[src/rtl/ucsbece154a_mc_controller_if.sv]
// Control-unit <-> datapath bundle: IR fields and flags in, mux selects and enables out.
// The controller connects through 'slave'; the datapath (or a bench) uses 'master'.
interface ucsbece154a_mc_controller_if;
    logic [6:0] op_i;
    logic [2:0] funct3_i;
    logic       funct7b5_i;
    logic       zero_i;
    logic       MemReady_i;
    logic       PCWrite_o;
    logic       AdrSrc_o;
    logic       MemWrite_o;
    logic       IRWrite_o;
    logic [1:0] ResultSrc_o;
    logic [1:0] ALUSrcA_o;
    logic [1:0] ALUSrcB_o;
    logic       RegWrite_o;
    logic [2:0] ALUControl_o;
    logic [2:0] ImmSrc_o;
    logic       Retire_o;
    logic       Illegal_o;

    modport slave (
        input  op_i, funct3_i, funct7b5_i, zero_i, MemReady_i,
        output PCWrite_o, AdrSrc_o, MemWrite_o, IRWrite_o, ResultSrc_o, ALUSrcA_o,
               ALUSrcB_o, RegWrite_o, ALUControl_o, ImmSrc_o, Retire_o, Illegal_o
    );

    modport master (
        output op_i, funct3_i, funct7b5_i, zero_i, MemReady_i,
        input  PCWrite_o, AdrSrc_o, MemWrite_o, IRWrite_o, ResultSrc_o, ALUSrcA_o,
               ALUSrcB_o, RegWrite_o, ALUControl_o, ImmSrc_o, Retire_o, Illegal_o
    );
endinterface

[src/rtl/ucsbece154a_mc_controller.sv]
// Multicycle RISC-V control unit: Moore FSM with memory-ready stalls, optional bne,
// retire pulse and illegal-op flag, plus combinational ALU and immediate decoders.
module ucsbece154a_mc_controller #(
    parameter bit MEM_WAIT   = 1'b1,
    parameter bit BRANCH_EXT = 1'b1
) (
    input  logic                        clk,
    input  logic                        reset,
    ucsbece154a_mc_controller_if.slave  ctl
);
    localparam logic [6:0] OP_LW  = 7'b0000011;
    localparam logic [6:0] OP_SW  = 7'b0100011;
    localparam logic [6:0] OP_R   = 7'b0110011;
    localparam logic [6:0] OP_I   = 7'b0010011;
    localparam logic [6:0] OP_B   = 7'b1100011;
    localparam logic [6:0] OP_JAL = 7'b1101111;
    localparam logic [6:0] OP_LUI = 7'b0110111;

    localparam logic [2:0] ALU_ADD = 3'b000;
    localparam logic [2:0] ALU_SUB = 3'b001;
    localparam logic [2:0] ALU_AND = 3'b010;
    localparam logic [2:0] ALU_OR  = 3'b011;
    localparam logic [2:0] ALU_SLT = 3'b101;

    typedef enum logic [3:0] {
        S_FETCH, S_DECODE, S_MEMADR, S_MEMREAD, S_MEMWB, S_MEMWRITE,
        S_EXECR, S_EXECI, S_JAL, S_ALUWB, S_BRANCH, S_LUI
    } state_e;

    state_e     state_q, state_d;
    logic       rdy, taken;
    logic [1:0] alu_op;
    logic       pc_write, mem_write, ir_write, reg_write, retire, illegal;

    assign rdy   = ctl.MemReady_i | ~MEM_WAIT;
    assign taken = ((ctl.funct3_i == 3'b000) & ctl.zero_i)
                 | (BRANCH_EXT & (ctl.funct3_i == 3'b001) & ~ctl.zero_i);

    always_ff @(posedge clk or posedge reset) begin
        if (reset) state_q <= S_FETCH;
        else       state_q <= state_d;
    end

    always_comb begin
        state_d = state_q;
        case (state_q)
            S_FETCH:    if (rdy) state_d = S_DECODE;
            S_DECODE: begin
                case (ctl.op_i)
                    OP_LW, OP_SW: state_d = S_MEMADR;
                    OP_R:         state_d = S_EXECR;
                    OP_I:         state_d = S_EXECI;
                    OP_B:         state_d = S_BRANCH;
                    OP_JAL:       state_d = S_JAL;
                    OP_LUI:       state_d = S_LUI;
                    default:      state_d = S_FETCH;
                endcase
            end
            S_MEMADR:   state_d = (ctl.op_i == OP_SW) ? S_MEMWRITE : S_MEMREAD;
            S_MEMREAD:  if (rdy) state_d = S_MEMWB;
            S_MEMWRITE: if (rdy) state_d = S_FETCH;
            S_EXECR, S_EXECI, S_JAL: state_d = S_ALUWB;
            S_MEMWB, S_ALUWB, S_BRANCH, S_LUI: state_d = S_FETCH;
            default:    state_d = S_FETCH;
        endcase
    end

    always_comb begin
        ctl.AdrSrc_o    = 1'b0;
        ctl.ResultSrc_o = 2'b00;
        ctl.ALUSrcA_o   = 2'b00;
        ctl.ALUSrcB_o   = 2'b00;
        alu_op          = 2'b00;
        pc_write        = 1'b0;
        mem_write       = 1'b0;
        ir_write        = 1'b0;
        reg_write       = 1'b0;
        retire          = 1'b0;
        illegal         = 1'b0;
        case (state_q)
            S_FETCH: begin
                ctl.ALUSrcB_o   = 2'b10;
                ctl.ResultSrc_o = 2'b10;
                ir_write        = rdy;
                pc_write        = rdy;
            end
            S_DECODE: begin
                ctl.ALUSrcA_o = 2'b01;
                ctl.ALUSrcB_o = 2'b01;
                case (ctl.op_i)
                    OP_LW, OP_SW, OP_R, OP_I, OP_B, OP_JAL, OP_LUI: illegal = 1'b0;
                    default: illegal = 1'b1;
                endcase
            end
            S_MEMADR: begin
                ctl.ALUSrcA_o = 2'b10;
                ctl.ALUSrcB_o = 2'b01;
            end
            S_MEMREAD:  ctl.AdrSrc_o = 1'b1;
            S_MEMWB: begin
                ctl.ResultSrc_o = 2'b01;
                reg_write       = 1'b1;
                retire          = 1'b1;
            end
            S_MEMWRITE: begin
                ctl.AdrSrc_o = 1'b1;
                mem_write    = 1'b1;
                retire       = rdy;
            end
            S_EXECR: begin
                ctl.ALUSrcA_o = 2'b10;
                alu_op        = 2'b10;
            end
            S_EXECI: begin
                ctl.ALUSrcA_o = 2'b10;
                ctl.ALUSrcB_o = 2'b01;
                alu_op        = 2'b10;
            end
            S_JAL: begin
                ctl.ALUSrcA_o = 2'b01;
                ctl.ALUSrcB_o = 2'b10;
                pc_write      = 1'b1;
            end
            S_ALUWB: begin
                reg_write = 1'b1;
                retire    = 1'b1;
            end
            S_BRANCH: begin
                ctl.ALUSrcA_o = 2'b10;
                alu_op        = 2'b01;
                pc_write      = taken;
                retire        = 1'b1;
            end
            S_LUI: begin
                ctl.ResultSrc_o = 2'b11;
                reg_write       = 1'b1;
                retire          = 1'b1;
            end
            default: ;
        endcase
    end

    // Enables are held low for as long as reset is asserted.
    assign ctl.PCWrite_o  = pc_write  & ~reset;
    assign ctl.MemWrite_o = mem_write & ~reset;
    assign ctl.IRWrite_o  = ir_write  & ~reset;
    assign ctl.RegWrite_o = reg_write & ~reset;
    assign ctl.Retire_o   = retire    & ~reset;
    assign ctl.Illegal_o  = illegal   & ~reset;

    always_comb begin
        ctl.ALUControl_o = ALU_ADD;
        case (alu_op)
            2'b01: ctl.ALUControl_o = ALU_SUB;
            2'b10: begin
                case (ctl.funct3_i)
                    3'b000:  ctl.ALUControl_o = (ctl.funct7b5_i & ctl.op_i[5]) ? ALU_SUB : ALU_ADD;
                    3'b010:  ctl.ALUControl_o = ALU_SLT;
                    3'b110:  ctl.ALUControl_o = ALU_OR;
                    3'b111:  ctl.ALUControl_o = ALU_AND;
                    default: ctl.ALUControl_o = ALU_ADD;
                endcase
            end
            default: ctl.ALUControl_o = ALU_ADD;
        endcase
    end

    always_comb begin
        case (ctl.op_i)
            OP_SW:   ctl.ImmSrc_o = 3'b001;
            OP_B:    ctl.ImmSrc_o = 3'b010;
            OP_JAL:  ctl.ImmSrc_o = 3'b011;
            OP_LUI:  ctl.ImmSrc_o = 3'b100;
            default: ctl.ImmSrc_o = 3'b000;
        endcase
    end
endmodule

[src/flat_wrapper.sv]
// flat-port wrapper written by rule: the top's interface ports become plain ports
module ucsbece154a_mc_controller_flat 
#(
    parameter bit MEM_WAIT   = 1'b1,
    parameter bit BRANCH_EXT = 1'b1
)
  (clk, reset, ctl_op_i, ctl_funct3_i, ctl_funct7b5_i, ctl_zero_i, ctl_MemReady_i, ctl_PCWrite_o, ctl_AdrSrc_o, ctl_MemWrite_o, ctl_IRWrite_o, ctl_ResultSrc_o, ctl_ALUSrcA_o, ctl_ALUSrcB_o, ctl_RegWrite_o, ctl_ALUControl_o, ctl_ImmSrc_o, ctl_Retire_o, ctl_Illegal_o);
  ucsbece154a_mc_controller_if ctl_i ();
  input  logic clk;
  input  logic reset;
  input wire logic [$bits(ctl_i.op_i)-1:0] ctl_op_i;
  input wire logic [$bits(ctl_i.funct3_i)-1:0] ctl_funct3_i;
  input wire logic [$bits(ctl_i.funct7b5_i)-1:0] ctl_funct7b5_i;
  input wire logic [$bits(ctl_i.zero_i)-1:0] ctl_zero_i;
  input wire logic [$bits(ctl_i.MemReady_i)-1:0] ctl_MemReady_i;
  output wire logic [$bits(ctl_i.PCWrite_o)-1:0] ctl_PCWrite_o;
  output wire logic [$bits(ctl_i.AdrSrc_o)-1:0] ctl_AdrSrc_o;
  output wire logic [$bits(ctl_i.MemWrite_o)-1:0] ctl_MemWrite_o;
  output wire logic [$bits(ctl_i.IRWrite_o)-1:0] ctl_IRWrite_o;
  output wire logic [$bits(ctl_i.ResultSrc_o)-1:0] ctl_ResultSrc_o;
  output wire logic [$bits(ctl_i.ALUSrcA_o)-1:0] ctl_ALUSrcA_o;
  output wire logic [$bits(ctl_i.ALUSrcB_o)-1:0] ctl_ALUSrcB_o;
  output wire logic [$bits(ctl_i.RegWrite_o)-1:0] ctl_RegWrite_o;
  output wire logic [$bits(ctl_i.ALUControl_o)-1:0] ctl_ALUControl_o;
  output wire logic [$bits(ctl_i.ImmSrc_o)-1:0] ctl_ImmSrc_o;
  output wire logic [$bits(ctl_i.Retire_o)-1:0] ctl_Retire_o;
  output wire logic [$bits(ctl_i.Illegal_o)-1:0] ctl_Illegal_o;
  assign ctl_i.op_i = ctl_op_i;
  assign ctl_i.funct3_i = ctl_funct3_i;
  assign ctl_i.funct7b5_i = ctl_funct7b5_i;
  assign ctl_i.zero_i = ctl_zero_i;
  assign ctl_i.MemReady_i = ctl_MemReady_i;
  assign ctl_PCWrite_o = ctl_i.PCWrite_o;
  assign ctl_AdrSrc_o = ctl_i.AdrSrc_o;
  assign ctl_MemWrite_o = ctl_i.MemWrite_o;
  assign ctl_IRWrite_o = ctl_i.IRWrite_o;
  assign ctl_ResultSrc_o = ctl_i.ResultSrc_o;
  assign ctl_ALUSrcA_o = ctl_i.ALUSrcA_o;
  assign ctl_ALUSrcB_o = ctl_i.ALUSrcB_o;
  assign ctl_RegWrite_o = ctl_i.RegWrite_o;
  assign ctl_ALUControl_o = ctl_i.ALUControl_o;
  assign ctl_ImmSrc_o = ctl_i.ImmSrc_o;
  assign ctl_Retire_o = ctl_i.Retire_o;
  assign ctl_Illegal_o = ctl_i.Illegal_o;
  ucsbece154a_mc_controller #(.MEM_WAIT(MEM_WAIT), .BRANCH_EXT(BRANCH_EXT)) u_core (.clk(clk), .reset(reset), .ctl(ctl_i));
endmodule
[config.mk]
export PLATFORM = sky130hd
export DESIGN_NAME = ucsbece154a_mc_controller_flat
export DESIGN_NICKNAME = d
export VERILOG_FILES = /design/src/rtl/ucsbece154a_mc_controller_if.sv /design/src/rtl/ucsbece154a_mc_controller.sv /design/src/flat_wrapper.sv
export SDC_FILE = /design/constraint.sdc
export NUM_CORES = 1
export LEC_CHECK = 0
export CAP_MARGIN = 20
export CORE_MARGIN = 2
export CORE_UTILIZATION = 40
export DETAILED_ROUTE_END_ITERATION = 16
export GPL_ROUTABILITY_DRIVEN = 0
export PLACE_DENSITY = 0.81
export SETUP_SLACK_MARGIN = 0.15
export SLEW_MARGIN = 5
export SYNTH_ARGS = -nofsm -noshare
export SYNTH_HDL_FRONTEND = slang
export SYNTH_SLANG_ARGS = --single-unit
[constraint.sdc]
create_clock -name clk -period 1.8 [get_ports clk]
set_clock_uncertainty 0.05 [all_clocks]
set_input_delay 0.18 -clock clk [delete_from_list [all_inputs] [get_ports clk]]
set_output_delay 0.18 -clock clk [all_outputs]
set_load 0.02 [all_outputs]
==> run summary, run 1 <==
• 5.67 — detail-routed via count per cell
• 1.57 ns — data required time at the worst endpoint
• 0.771 — worst slew margin relative to its limit
• 542 MHz — achievable clock frequency
• 1.00 — Synth async-reset ratio
• 46.6 um — DIE HEIGHT
• 0.39 ns — CP max stage delay
• 7.06 um2 — mean instance size in the synthesized netlist
• 0.272 — all-layer global routing usage
• 4 — max FFs per register
• 4 — number of setup violations in the final report
• 0 — final hold violation count
• 727 um2 — post-synth design cell area
• 34 — number of top-level pins
• 17.4 um — post-DR wirelength/cell
• 5 — cells on worst reg2reg path
• 1730 um2 — Floorplan Core Area
• 40 — post-synthesis cell type count
• 1.03 — final clock period utilization by the worst path
• u_core.state_q[2] — reg-to-reg critical path endpoint
• 0 — total inserted antenna cells
• 644 nW/um2 — ratio of total power to cell area
• reg2out — Critical Setup Path Class
• in2async — worst min-delay path class
• 1330 um2 — standard cell area after detailed placement
• 0.421 — Initial Utilization
• 103 — number of standard cells after synthesis
• 15 — std cell rows
• 33 — IO buf count
• 0.05 ns — clk slew on worst S/H paths
• u_core.state_q x4 — largest registers
• 37 — count of routing violations after the opening detailed-route iteration
• flip-flop — nature of the critical path startpoint
• 4 — number of synthesized register bits
• yes — setup repair after global routing missed its margin
• 1140 — Vias
• 0.138 — area share of the largest cell type after synthesis
• 0 — drc violations
• dfrtp_1 — cell type with the highest aggregate area in the netlist
• 2150 um — DP Wirelength
• 1470 um2 — cell area after layout
• 340 uV — peak ir drop on the vdd network
• 102% — Area growth syn-to-layout
• 982 — vias in the first global route
• 0 — count of flip-flops with a built-in enable after synthesis
• 2 — maximum buffer depth of the clock tree
• 947 uW — power consumption
• u_core.state_q[2] — startpoint of the lowest-slack register-to-register path
• u_core.state_q[1] — Worst Setup SP
• buf_4 — most common library cell in the layout ignoring fill and taps
• -0.0456 ns — post-route setup slack
• 0 — number of nets with antenna violations after detailed routing
• 0 — hold_buf cts
• 0.506 — ratio of cells with drive above 1 in the final layout
• finished with violations — outcome
• 16 — pin count of the biggest net entering global routing
• 195 — final layout net count
• 4230 um — first-pass GRT wire length
• 0 — initial antenna violation count
• 2170 um2 — die footprint
• 1.62 ns — arrival time at the worst endpoint
• 0 — total overflow reported by the global router
• 0.138 — fraction of the yosys area taken by sequential cells
• 0 — Max-cap violations
• 1.85 ns — minimum clock period
• 0 — pins over their slew limit
• built — CTS tree
• 46.6 um — die outline width
• 120 — post-synthesis net count
• 3500 um — post-detailed-routing wire length
• 45 x buf_4, 10 x clkdlybuf4s50_1, 9 x buf_6 — top library cells by usage in the layout, fill and taps aside
• 1 — htree depth
• 3 — clock buffer count from CTS
• dfrtp_1 — flip-flop cell with the highest count after synthesis
• 4 — first-pass iteration count of the detailed router
• negative setup slack — failing checks
• 4 — Num Clock Sinks
• 0.000699 uW — leakage component of the power
• 0.25 ns — clock latency of the later-clocked register in the worst-skew pair
• 0.19 ns — setup slack, reg-to-reg
• u_core.state_q — register containing the most flip-flops in the final layout
• and2b_2 -> nand2_4 -> inv_2 -> ha_1 -> a31oi_4 -> a21oi_2 -> buf_4 — ordered list of cells on the worst path
• output pin — crit end category
• clkbuf_4 — root buffer selected by CTS
• dfrtp_1 — crit path max-delay cell type
• 3 — maximum fanout count along the critical path
• dfrtp_1 14%, a21oi_1 5.5%, nand2_1 5.2%, nand3_1 4.8%, nor2_1 4.6% — cell types with the largest area share after synthesis
• 0 — Yosys warnings
• 0.342 ns — worst slew pin tran
## critical path: cells and delay by family (launching register included)
family	cells	cell delay (ns)
flops	1	0.39
simple gates	2	0.34
compound gates	2	0.24
fa+ha+maj	1	0.21
buf+inv	2	0.20
## synth_stat cells, drive strengths merged, types with 2 or more instances
master and number:
nor3 4, nand4 3, nand3 7, a31oi 2
inv 6, xor2 2, and4 2, nand2b 2
or2 2, nor2b 4, ha 2, and3 2
nand2 10, buf 6, a21oi 8, or3 2
o21ai 5, dfrtp 4, o32a 2, xnor2 3
and2b 3, nor2 9
## timing repair
item,in CTS,in global routing
gates resized for setup,100,29
hold endpoints to repair,0,0
setup endpoints to repair,19,16
buffers inserted,1,6
pin swaps,1,9
## area by class of cell
class	count	area, um2
Multi-Input combinational cell	87	663
Sequential cell	4	100
Timing Repair Buffer	76	631
Fill cell	104	256
Inverter	6	22.5
Tap cell	25	31.3
Clock buffer	3	22.5
## power breakdown
group | internal [uW] | leakage, uW | switching (uW) | total (uW)
logic | 343 | 0.000632 | 367 | 710
clock network | 75.4 | 0.0000138 | 48.8 | 124
registers | 104 | 0.0000534 | 9.63 | 113
## worst max path at each step
stage,endpoint,slack (ns)
floorplan,ctl_ALUControl_o[2],0.20
global placement,ctl_ImmSrc_o[0],-0.32
detailed placement,ctl_ImmSrc_o[0],-0.38
CTS,ctl_ALUControl_o[0],-0.05
global route,ctl_ALUControl_o[0],-0.1
finish,ctl_ALUControl_o[0],-0.05
## metrics by stage
step,util,hold slack (ns),setup TNS [ns],worst slack (ns),instances
2_1_floorplan,-,-0.0851,0,0.197,103
3_5_place_dp,0.770,0.564,-2.71,-0.382,191
3_3_place_gp,0.770,0.542,-2.20,-0.316,191
6_report,0.851,0.332,-0.123,-0.0456,201
4_1_cts,0.790,0.306,-0.0464,-0.0464,195
5_1_grt,0.851,0.336,-0.436,-0.0992,201
## kinds of logic (layout without fill, tap and decap cells)
logic type               after synthesis  in the layout  share of synthesized area
XOR/XNOR                               5              5                     0.0603
buffers and inverters                 12             85                     0.0895
multiplexers                           2              2                     0.0293
AND/OR/NAND/NOR                       54             54                      0.437
AO/OA/AOI/OAI                         24             24                      0.212
adder cells (fa/ha/maj)                2              2                     0.0344
flip-flops                             4              4                      0.138
## per-layer routing
| layer | routed length (um) | global-route usage | vias up |
|---|---|---|---|
| met4 | 166 | 0.0778 | 0 |
| met5 | 0 | 0 | - |
| li1 | - | - | 522 |
| met2 | 1760 | 0.478 | 75 |
| met1 | 1280 | 0.316 | 519 |
| met3 | 303 | 0.0784 | 24 |
(Power assumes the default switching activity.)
==> run 2: changes to the inputs <==
--- a/config.mk
+++ b/config.mk
@@ -5,6 +5,7 @@
 export SDC_FILE = /design/constraint.sdc
 export NUM_CORES = 1
 export LEC_CHECK = 0
+export ABC_CLOCK_PERIOD_IN_PS = 1800
 export CAP_MARGIN = 20
 export CORE_MARGIN = 2
 export CORE_UTILIZATION = 40
==> results of run 2 <==
Final layout, timing and power as in run 1 (identical DEF).
==> run 3: changes to the inputs <==
--- a/config.mk
+++ b/config.mk
@@ -5,15 +5,15 @@
 export SDC_FILE = /design/constraint.sdc
 export NUM_CORES = 1
 export LEC_CHECK = 0
+export ABC_AREA = 1
 export ABC_CLOCK_PERIOD_IN_PS = 1800
 export CAP_MARGIN = 20
 export CORE_MARGIN = 2
-export CORE_UTILIZATION = 40
+export CORE_UTILIZATION = 39
 export DETAILED_ROUTE_END_ITERATION = 16
 export GPL_ROUTABILITY_DRIVEN = 0
-export PLACE_DENSITY = 0.81
+export PLACE_DENSITY = 0.82
 export SETUP_SLACK_MARGIN = 0.15
-export SLEW_MARGIN = 5
 export SYNTH_ARGS = -nofsm -noshare
 export SYNTH_HDL_FRONTEND = slang
 export SYNTH_SLANG_ARGS = --single-unit
==> run 3 against run 2 <==
Net effect:
- the run still ends with negative setup slack left
- total power up 62%
- die area is 4.6% lower
- first-iteration DRC count decreased by 38%
- synthesized cell count up 22%
- critical path depth is 2 higher
- flip-flop and latch count is the same
- register-to-register slack about the same
- via count shrank 2.6%
- fmax rose by 0.63%
- sequential share of layout area is 0.22 points higher
- clock power decreased by 7%
- combinational power increased by 79%
- critical path type unchanged
- critical endpoint unchanged
- largest power group unchanged
==> run summary, run 3 <==
• -0.0340 ns — post-route setup slack, +0.0116 ns
• 1.02 — final clock period utilization by the worst path, -0.00646
• 1.57 ns — data required time at the worst endpoint, about the same
• 1160 um — post-route met1 wirelength, -8.9%
• 5.14 — detail-routed via count per cell, -9.4%
• 545 MHz — achievable clock frequency, +0.63%
• reg2out — Critical Setup Path Class
• 143 — post-synthesis net count, +19%
• in2async — worst min-delay path class
• 0.334 ns — worst hold-check slack, +0.00138 ns
• 1.60 ns — arrival time at the worst endpoint, -0.02 ns
• 5.34 um2 — mean instance size in the synthesized netlist, -24%
• 4 — maximum fanout count along the critical path, +1
• 0.199 ns — worst slew pin tran, -0.143 ns
• 0.867 — worst slew margin relative to its limit, +0.0963
• 2070 um2 — die footprint, -4.6%
• 124 um — met3 routed WL, -59%
• built — CTS tree
• dfrtp_1 — flip-flop cell with the highest count after synthesis
• 0 — count of flip-flops with a built-in enable after synthesis, unchanged
• 34 — number of top-level pins, unchanged
• nand2_1 22%, dfrtp_1 15%, nor2_1 10%, inv_1 8.9%, nand3_1 6.7% — cell types with the largest area share after synthesis
• yes — setup repair after global routing missed its margin
• 2930 um — post-detailed-routing wire length, -16%
• 673 um2 — post-synth design cell area, -7.4%
• flip-flop — nature of the critical path startpoint
• 39 x nand2_1, 18 x nor2_1, 16 x inv_1, 9 x nand3_1, 8 x inv_2 — top post-synthesis cells by count
• 1060 nW/um2 — ratio of total power to cell area, +65%
• 4 — Num Clock Sinks, unchanged
• nand2_1 — cell type with the highest aggregate area in the netlist
• 1 — htree depth, unchanged
• 0.149 — fraction of the yosys area taken by sequential cells, +0.0110
• u_core.state_q x4 — largest registers
• 627 um2 — area occupied by multi-input gates, -5.5%
• 0 — Yosys warnings, unchanged
• 218 — final layout net count, +12%
• nand2_1 — library cell with the highest instance count after synthesis
• 4220 um — first-pass GRT wire length, -0.17%
• 4 — max FFs per register, unchanged
• 0 — pins over their slew limit, unchanged
• 2 — number of setup violations in the final report, -2
• 0 — total overflow reported by the global router, unchanged
• 1290 um2 — standard cell area after detailed placement, -2.6%
• 0 — hold_buf cts, unchanged
• 0.523 — ratio of cells with drive above 1 in the final layout, +0.0169
• 0 — Max-cap violations, unchanged
• negative setup slack — failing checks
• 114% — Area growth syn-to-layout
• 0 — drc violations, unchanged
• clkbuf_4 — root buffer selected by CTS
• 2 — maximum buffer depth of the clock tree, unchanged
• 3 — clock buffer count from CTS, unchanged
• 126 — number of standard cells after synthesis, +22%
• 23 — count of routing violations after the opening detailed-route iteration, -38%
• finished with violations — outcome
• 1440 um2 — cell area after layout, -1.9%
• 4 — number of synthesized register bits, unchanged
• 1.83 ns — minimum clock period, -0.0116 ns
• 1560 um — Met2 Routed Length, -11%
• 15 — std cell rows, unchanged
• 2020 um — DP Wirelength, -6.0%
• u_core.state_q — register containing the most flip-flops in the final layout
• 0 — total inserted antenna cells, unchanged
• 45.5 um — die outline width, -2.3%
• 101 um2 — Sequential cell area, +1.2%
• 873 uV — peak ir drop on the vdd network, +160%
• 0.403 — Initial Utilization, -0.0180
• 0 — initial antenna violation count, unchanged
• 0.276 — all-layer global routing usage, +0.00426
• 4 — first-pass iteration count of the detailed router, unchanged
• 13.5 um — post-DR wirelength/cell, -22%
• output pin — crit end category
• 1670 um2 — Floorplan Core Area, -3.3%
• 6 — pin count of the biggest net entering global routing, -10
• buf_4 — most common library cell in the layout ignoring fill and taps
• 0 — final hold violation count, unchanged
• 0.24 ns — clock latency of the later-clocked register in the worst-skew pair, about the same
• 89 — number of fillers in the final layout, -14%
• 0.04 ns — clk slew on worst S/H paths, about the same
• met4 — top layer reached by signal wires
• 1110 — Vias, -2.6%
• 0.000815 uW — leakage component of the power, +17%
• 0.217 — area share of the largest cell type after synthesis, +0.0798
• 0 — number of nets with antenna violations after detailed routing, unchanged
• 33 — IO buf count, unchanged
• 1018 — vias in the first global route, +3.7%
• 45.5 um — DIE HEIGHT, -2.3%
• 1.00 — Synth async-reset ratio, unchanged
• 18 — post-synthesis cell type count, -55%
• 42 x buf_4, 31 x nand2_1, 16 x nor2_1 — top library cells by usage in the layout, fill and taps aside
[run 3: layer usage]
layer | global-route usage | up-vias
li1 | - | 541
met1 | 0.309 | 511
met2 | 0.527 | 47
met3 | 0.0317 | 11
met4 | 0.0882 | 0
met5 | 0 | -
[run 3: final timing paths]
path / from / endpoint / slack [ns] / cells after the start
setup / recovery: u_core.state_q[3] / ctl_ALUControl_o[0] / -0.03 / 9
hold / removal: reset / u_core.state_q[2] / 0.33 / 3
setup reg to reg: u_core.state_q[3] / u_core.state_q[0] / 0.19 / 10
hold reg to reg: u_core.state_q[0] / u_core.state_q[0] / 0.71 / 3
max in group asynchronous: reset / u_core.state_q[0] / 1.25 / 3
min in group clk: u_core.state_q[0] / u_core.state_q[0] / 0.71 / 3
[run 3: logic make-up after synthesis]
kind of cell	Yosys count	share of synthesized area
AO/OA/AOI/OAI	11	0.0855
flip-flops	4	0.149
adder cells (fa/ha/maj)	2	0.0372
AND/OR/NAND/NOR	85	0.595
buffers and inverters	24	0.134
[run 3: area by class of cell]
type	count	area share
timing repair buffer	70	0.399
inverter	24	0.0659
sequential	4	0.0703
tap	17	0.0147
clock buffer	3	0.0156
multi-input combinational	98	0.435
[run 3: stage by stage]
stage	utilization	setup WS [ns]	power, uW	TNS (ns)	std cells
after floorplan	-	0.153	684	0	126
after global placement	0.775	-0.284	1210	-1.25	210
after detailed placement	0.775	-0.345	1240	-1.76	210
after CTS	0.798	-0.0235	1300	-0.0235	214
after global routing	0.864	-0.0717	1610	-0.199	216
final	0.864	-0.0340	1530	-0.0399	216
[run 3: repair_timing]
item	CTS	global route
setup buffers	1	2
gates resized for setup	83	48
endpoints found under the setup margin	19	18
gates cloned	0	0
pin swaps	3	12
[run 3: report_power, final]
part	internal, uW	switching, uW
registers	119	31.3
clock network	74.8	39.8
logic	563	702
total	757	773
[run 3: worst max-delay path, cell delays in order, from the launching register on]
cell and delay [ns]:
dfrtp_1 0.39, inv_2 0.11, nand2_4 0.07, inv_4 0.06, nand2_4 0.06, inv_2 0.07, ha_4 0.15, nand4_1 0.13
a21oi_2 0.17, buf_4 0.15
